File: config.mk
export PLATFORM = sky130hd
export DESIGN_NAME = agc_rupt_ctrl_flat
export DESIGN_NICKNAME = d
export VERILOG_FILES = /design/src/rtl/agc_rupt_if.sv /design/src/rtl/agc_rupt_ctrl.sv /design/src/flat_wrapper.sv
export SDC_FILE = /design/constraint.sdc
export NUM_CORES = 1
export LEC_CHECK = 0
export CAP_MARGIN = 40
export CORE_ASPECT_RATIO = 0.6
export CORE_MARGIN = 1
export CORE_UTILIZATION = 28
export CTS_BUF_LIST = sky130_fd_sc_hd__clkbuf_8
export CTS_CLUSTER_DIAMETER = 150
export DETAILED_ROUTE_END_ITERATION = 8
export GPL_TIMING_DRIVEN = 0
export PLACE_DENSITY = 0.51
export SLEW_MARGIN = 10
export SYNTH_ARGS = -nofsm -noshare
export SYNTH_HDL_FRONTEND = slang
export SYNTH_SLANG_ARGS = --single-unit
File: constraint.sdc
create_clock -name clk -period 2.2 [get_ports clk]
set_input_delay 0.33 -clock clk [delete_from_list [all_inputs] [get_ports clk]]
set_output_delay 0.33 -clock clk [all_outputs]
set_load 0.02 [all_outputs]
File: src/rtl/agc_rupt_if.sv
// Handshake bundle between the AGC control-pulse sequencer and the RUPT controller.
// The sequencer drives the master side; the controller sits on the slave side.
interface agc_rupt_if #(
    parameter int NUM_RUPT = 10
);
    logic [NUM_RUPT-1:0] rupt_req;
    logic                inst_boundary;
    logic                ext_flag;
    logic                a_ovf;
    logic                inhint;
    logic                relint;
    logic                resume;
    logic                take_ack;

    logic                take_req;
    logic [11:0]         rupt_vec;
    logic [3:0]          rupt_id;
    logic                rupt_active;
    logic                inhibit;
    logic [NUM_RUPT-1:0] pending;
    logic                err_resume;

    modport master (
        output rupt_req, inst_boundary, ext_flag, a_ovf, inhint, relint, resume, take_ack,
        input  take_req, rupt_vec, rupt_id, rupt_active, inhibit, pending, err_resume
    );

    modport slave (
        input  rupt_req, inst_boundary, ext_flag, a_ovf, inhint, relint, resume, take_ack,
        output take_req, rupt_vec, rupt_id, rupt_active, inhibit, pending, err_resume
    );
endinterface

File: src/rtl/agc_rupt_ctrl.sv
// Priority interrupt controller: latches request edges, diverts the sequencer into
// the RUPT entry sequence at instruction boundaries, and blocks nesting until RESUME.
module agc_rupt_ctrl #(
    parameter int          NUM_RUPT   = 10,
    parameter logic [11:0] VEC_BASE   = 12'h800,
    parameter int          VEC_STRIDE = 4
) (
    input logic       clk,
    input logic       rst_n,
    agc_rupt_if.slave bus
);
    localparam logic [1:0] ST_IDLE   = 2'd0;
    localparam logic [1:0] ST_REQ    = 2'd1;
    localparam logic [1:0] ST_ACTIVE = 2'd2;

    logic [1:0]          state_reg, state_next;
    logic [NUM_RUPT-1:0] prev_req_reg;
    logic [NUM_RUPT-1:0] pending_reg, pending_next;
    logic                inhibit_reg, inhibit_next;
    logic                err_reg, err_next;
    logic                take_reg, take_next;
    logic [11:0]         vec_reg, vec_next;
    logic [3:0]          id_reg, id_next;
    logic                active_reg, active_next;

    logic [NUM_RUPT-1:0] rise;
    logic [NUM_RUPT-1:0] clr_mask;
    logic                ack_take;
    logic                can_enter;
    logic [3:0]          sel_id;
    logic [11:0]         sel_vec;

    assign ack_take = (state_reg == ST_REQ) && bus.take_ack;

    genvar gi;
    generate
        for (gi = 0; gi < NUM_RUPT; gi++) begin : g_line
            assign rise[gi]     = bus.rupt_req[gi] & ~prev_req_reg[gi];
            assign clr_mask[gi] = ack_take && (id_reg == 4'(gi));
        end
    endgenerate

    // Lowest index wins: scan downward so the final assignment is the smallest set bit.
    always_comb begin
        sel_id = '0;
        for (int i = NUM_RUPT - 1; i >= 0; i--) begin
            if (pending_reg[i]) sel_id = 4'(i);
        end
    end

    assign sel_vec   = VEC_BASE + 12'(VEC_STRIDE * (int'(sel_id) + 1));
    assign can_enter = (|pending_reg) && bus.inst_boundary && !inhibit_reg
                       && !bus.ext_flag && !bus.a_ovf;

    // A new edge is ORed in after the service clear so a coincident re-request survives.
    assign pending_next = (pending_reg & ~clr_mask) | rise;
    assign inhibit_next = bus.inhint | (inhibit_reg & ~bus.relint);
    assign err_next     = err_reg | (bus.resume && (state_reg != ST_ACTIVE));

    always_comb begin
        state_next  = state_reg;
        take_next   = take_reg;
        vec_next    = vec_reg;
        id_next     = id_reg;
        active_next = active_reg;
        case (state_reg)
            ST_IDLE: begin
                if (can_enter) begin
                    state_next = ST_REQ;
                    id_next    = sel_id;
                    vec_next   = sel_vec;
                    take_next  = 1'b1;
                end
            end
            ST_REQ: begin
                if (bus.take_ack) begin
                    state_next  = ST_ACTIVE;
                    take_next   = 1'b0;
                    active_next = 1'b1;
                end
            end
            ST_ACTIVE: begin
                if (bus.resume) begin
                    state_next  = ST_IDLE;
                    active_next = 1'b0;
                end
            end
            default: state_next = ST_IDLE;
        endcase
    end

    always_ff @(posedge clk or negedge rst_n) begin
        if (!rst_n) begin
            state_reg    <= ST_IDLE;
            prev_req_reg <= '0;
            pending_reg  <= '0;
            inhibit_reg  <= 1'b0;
            err_reg      <= 1'b0;
            take_reg     <= 1'b0;
            vec_reg      <= '0;
            id_reg       <= '0;
            active_reg   <= 1'b0;
        end else begin
            state_reg    <= state_next;
            prev_req_reg <= bus.rupt_req;
            pending_reg  <= pending_next;
            inhibit_reg  <= inhibit_next;
            err_reg      <= err_next;
            take_reg     <= take_next;
            vec_reg      <= vec_next;
            id_reg       <= id_next;
            active_reg   <= active_next;
        end
    end

    assign bus.take_req    = take_reg;
    assign bus.rupt_vec    = vec_reg;
    assign bus.rupt_id     = id_reg;
    assign bus.rupt_active = active_reg;
    assign bus.inhibit     = inhibit_reg;
    assign bus.pending     = pending_reg;
    assign bus.err_resume  = err_reg;
endmodule

File: src/flat_wrapper.sv
// flat-port wrapper written by rule: the top's interface ports become plain ports
module agc_rupt_ctrl_flat 
#(
    parameter int          NUM_RUPT   = 10,
    parameter logic [11:0] VEC_BASE   = 12'h800,
    parameter int          VEC_STRIDE = 4
)
  (clk, rst_n, bus_rupt_req, bus_inst_boundary, bus_ext_flag, bus_a_ovf, bus_inhint, bus_relint, bus_resume, bus_take_ack, bus_take_req, bus_rupt_vec, bus_rupt_id, bus_rupt_active, bus_inhibit, bus_pending, bus_err_resume);
  agc_rupt_if #(.NUM_RUPT(NUM_RUPT)) bus_i ();
  input logic clk;
  input logic rst_n;
  input wire logic [$bits(bus_i.rupt_req)-1:0] bus_rupt_req;
  input wire logic [$bits(bus_i.inst_boundary)-1:0] bus_inst_boundary;
  input wire logic [$bits(bus_i.ext_flag)-1:0] bus_ext_flag;
  input wire logic [$bits(bus_i.a_ovf)-1:0] bus_a_ovf;
  input wire logic [$bits(bus_i.inhint)-1:0] bus_inhint;
  input wire logic [$bits(bus_i.relint)-1:0] bus_relint;
  input wire logic [$bits(bus_i.resume)-1:0] bus_resume;
  input wire logic [$bits(bus_i.take_ack)-1:0] bus_take_ack;
  output wire logic [$bits(bus_i.take_req)-1:0] bus_take_req;
  output wire logic [$bits(bus_i.rupt_vec)-1:0] bus_rupt_vec;
  output wire logic [$bits(bus_i.rupt_id)-1:0] bus_rupt_id;
  output wire logic [$bits(bus_i.rupt_active)-1:0] bus_rupt_active;
  output wire logic [$bits(bus_i.inhibit)-1:0] bus_inhibit;
  output wire logic [$bits(bus_i.pending)-1:0] bus_pending;
  output wire logic [$bits(bus_i.err_resume)-1:0] bus_err_resume;
  assign bus_i.rupt_req = bus_rupt_req;
  assign bus_i.inst_boundary = bus_inst_boundary;
  assign bus_i.ext_flag = bus_ext_flag;
  assign bus_i.a_ovf = bus_a_ovf;
  assign bus_i.inhint = bus_inhint;
  assign bus_i.relint = bus_relint;
  assign bus_i.resume = bus_resume;
  assign bus_i.take_ack = bus_take_ack;
  assign bus_take_req = bus_i.take_req;
  assign bus_rupt_vec = bus_i.rupt_vec;
  assign bus_rupt_id = bus_i.rupt_id;
  assign bus_rupt_active = bus_i.rupt_active;
  assign bus_inhibit = bus_i.inhibit;
  assign bus_pending = bus_i.pending;
  assign bus_err_resume = bus_i.err_resume;
  agc_rupt_ctrl #(.NUM_RUPT(NUM_RUPT), .VEC_BASE(VEC_BASE), .VEC_STRIDE(VEC_STRIDE)) u_core (.clk(clk), .rst_n(rst_n), .bus(bus_i));
endmodule
==> flow_summary.ini <==
[setup_path]
critical_path.cell_chain = or4_4 -> or4_4 -> o21ai_4 -> mux2_2
cp_slowest_cell = sky130_fd_sc_hd__or4_4
timing.critical_path.required_ns = 2.37
worst_setup_path_start_kind = flop
criticalPathCategory = flop to flop
critical_path.endpoint_type = flop
max_stage_delay_ns = 0.53
path_common_cell = sky130_fd_sc_hd__or4_4
crit_path_max_fanout = 7
cp.arrival_ns = 2.31

[route]
finalWirelength_um = 3440
remaining_drc_errors = 0
drt_pre_antenna_iters = 4
detailedRoute.firstIterationViolations = 44
vias = 1177
post_drt_via_cell_ratio = 4.53
final_antenna_net_count = 0
avgRoutedWirePerCell_um = 13.2

[timing]
maxSlewViolCount = 0
max_slew_margin = 0.469
final_period_minus_worst_setup_slack_ns = 2.14
timing_limited_maximum_frequency_ghz = 0.468
hold-worst-slack_ns = 0.124
final_min_period_over_clock_period = 0.972
worst_slew_pin_slew_ns = 0.797
finalHoldViolCount = 0
final_critical_path_setup_slack_ns = 0.0611
finalSetupViolations = 0
timing.clock.skew_ns = 0.00511
unrepaired_setup_endpoints_after_global_routing = true

[clocking]
clk_transition_reported_paths_ns = 0.07
cts-buffers-inserted = 5
ctsHtreeMaxLevel = 2
worstSkewPairLatency_ns = 0.28
tritoncts_num_sinks = 36
tritoncts = built
hold_buffers = 0
max-clock-path-buffers = 2
cts-root-buf = sky130_fd_sc_hd__clkbuf_8
post_cts_resize_count = 0

[finish]
drive_gt1_frac = 0.170
nets = 213
leading_cell_type_in_the_layout_fill_and_taps_excluded = sky130_fd_sc_hd__clkdlybuf4s50_1
diodes = 0
layout_common_cells = 41 x sky130_fd_sc_hd__clkdlybuf4s50_1, 36 x sky130_fd_sc_hd__dfrtp_1, 15 x sky130_fd_sc_hd__inv_1, 14 x sky130_fd_sc_hd__o21ai_0, 10 x sky130_fd_sc_hd__buf_4
area.growth.synth_to_final_pct = 44.2

[synthesis]
synth_seq_cells = 36
synthCells = 135
synthArstFlopShare = 1.00
synthDistinctLibCells = 35
post_synth_edffs = 0
synth.cell_area_sq_um = 1520
synthFlopType = sky130_fd_sc_hd__dfrtp_1
syn-mean-instance-area_sq_um = 11.3
synthesis.yosys.warnings = 0
synth-seq-area-share = 0.591

[floorplan]
floorplan.rows = 20
ioPinCount = 49
initial_core_utilization = 0.296
fp.dieH_um = 59.1
fp.dieW_um = 97.2
core_sq_um = 5150
floorplan.die_area_sq_um = 5750

[global_routing]
grt_start_max_net_pins = 37
globalRouteTotalUtil = 0.134
antenna_found_initial = 0
via_count_of_the_first_global_routing_pass = 1204
sum_of_overflow_across_all_layers_after_global_routing = 0
grt_first_pass_wirelength_um = 5780

[place]
place_worst_setup_slack_ns = -0.0150
place.detailed.hpwl_um = 2580
place.gp.congestion = 0.758
count_of_port_buffers_added_during_placement = 42

[power]
power.static_leakage_nw = 0.969
power.density_nw_per_um2 = 744
peakVddDrop_uv = 316

[worst_hold_path]
hold_path_class = input pin to async pin

[run]
drv_cap = 0

[outcome]
status = finished clean
[cells in the mapped netlist, types with 2 or more instances]
cell	n	area [sq um]
sky130_fd_sc_hd__or4_4	2	22.5
sky130_fd_sc_hd__a22o_1	3	26.3
sky130_fd_sc_hd__clkbuf_1	3	11.3
sky130_fd_sc_hd__a21oi_1	5	25.0
sky130_fd_sc_hd__nand2b_1	6	37.5
sky130_fd_sc_hd__buf_4	6	45.0
sky130_fd_sc_hd__nand2_1	4	15.0
sky130_fd_sc_hd__a21o_1	3	22.5
sky130_fd_sc_hd__mux2_2	6	67.6
sky130_fd_sc_hd__inv_1	15	56.3
sky130_fd_sc_hd__nand3b_1	2	15.0
sky130_fd_sc_hd__o31ai_1	3	22.5
sky130_fd_sc_hd__or2_2	2	12.5
sky130_fd_sc_hd__dfrtp_1	36	901
sky130_fd_sc_hd__nor2_1	5	18.8
sky130_fd_sc_hd__a31oi_1	2	12.5
sky130_fd_sc_hd__o21ai_0	14	70.1
[critical path, delay by kind of cell, from the launching register on]
family / cells / cell delay [ns]
AND/OR/NAND/NOR: 2 / 0.99
flip-flops: 1 / 0.42
multiplexers: 1 / 0.37
AO/OA/AOI/OAI: 1 / 0.25
[worst paths after layout]
path / startpoint / to / slack (ns) / cells past startpoint
worst min-delay path: rst_n / u_core.state_reg[1] / 0.12 / 1
worst max register to register: u_core.bus.pending[2] / u_core.bus.rupt_id[0] / 0.06 / 4
worst min register to register: u_core.prev_req_reg[1] / u_core.bus.pending[1] / 0.42 / 1
worst max-delay path: u_core.bus.pending[2] / u_core.bus.rupt_id[0] / 0.06 / 4
max in group asynchronous: rst_n / u_core.bus.pending[4] / 1.56 / 1
min in group clk: u_core.prev_req_reg[1] / u_core.bus.pending[1] / 0.42 / 1
[layer usage]
metal / GRT usage / routed length, um / vias up
met5: 0 / 0 / -
met4: 0.0567 / 51 / 0
met3: 0.0495 / 238 / 7
met2: 0.196 / 1440 / 37
met1: 0.181 / 1710 / 556
li1: - / - / 577
[where the power goes]
| part | switching, W | internal [W] | total (W) |
|---|---|---|---|
| registers | 0.0000321 | 0.000710 | 0.000742 |
| logic | 0.000131 | 0.000132 | 0.000263 |
| clock network | 0.000230 | 0.000400 | 0.000630 |
| total | 0.000393 | 0.00124 | 0.00164 |
[layout make-up]
class,instances,area [sq um]
inverters,15,56.3
well taps,66,82.6
plain buffers,9,56.3
clock inverters,1,30.0
multi-input cells,80,529
repair buffers,46,445
clock buffers,7,96.3
flip-flops and latches,36,901
fillers,501,2960
[timing repair]
item                                    in CTS  in global routing
pin swaps                                    1                  1
endpoints found under the setup margin       6                  6
buffers inserted                             2                  2
[kinds of logic after synthesis]
kind of cell | count (synthesis) | synth area share
DFF | 36 | 0.591
AOI/OAI and AO/OA | 34 | 0.143
and+or+nand+nor | 32 | 0.131
buffers and inverters | 24 | 0.0739
muxes | 6 | 0.0443
adders and majority gates | 1 | 0.00821
other | 1 | 0.00246
xor gates and xnor gates | 1 | 0.00575
[per-stage QoR]
stage	instances	instance area [sq um]	total power, W	setup TNS [ns]	util
CTS	258	2180	0.00166	0	0.423
finish	260	2200	0.00164	0	0.426
global placement	248	2050	0.00101	-0.0254	0.397
floorplan	140	1540	0.000873	0	-
detailed placement	248	2040	0.00102	-0.0553	0.396
global route	260	2200	0.00172	-0.0231	0.426
Power figures use the tool's default switching activity.
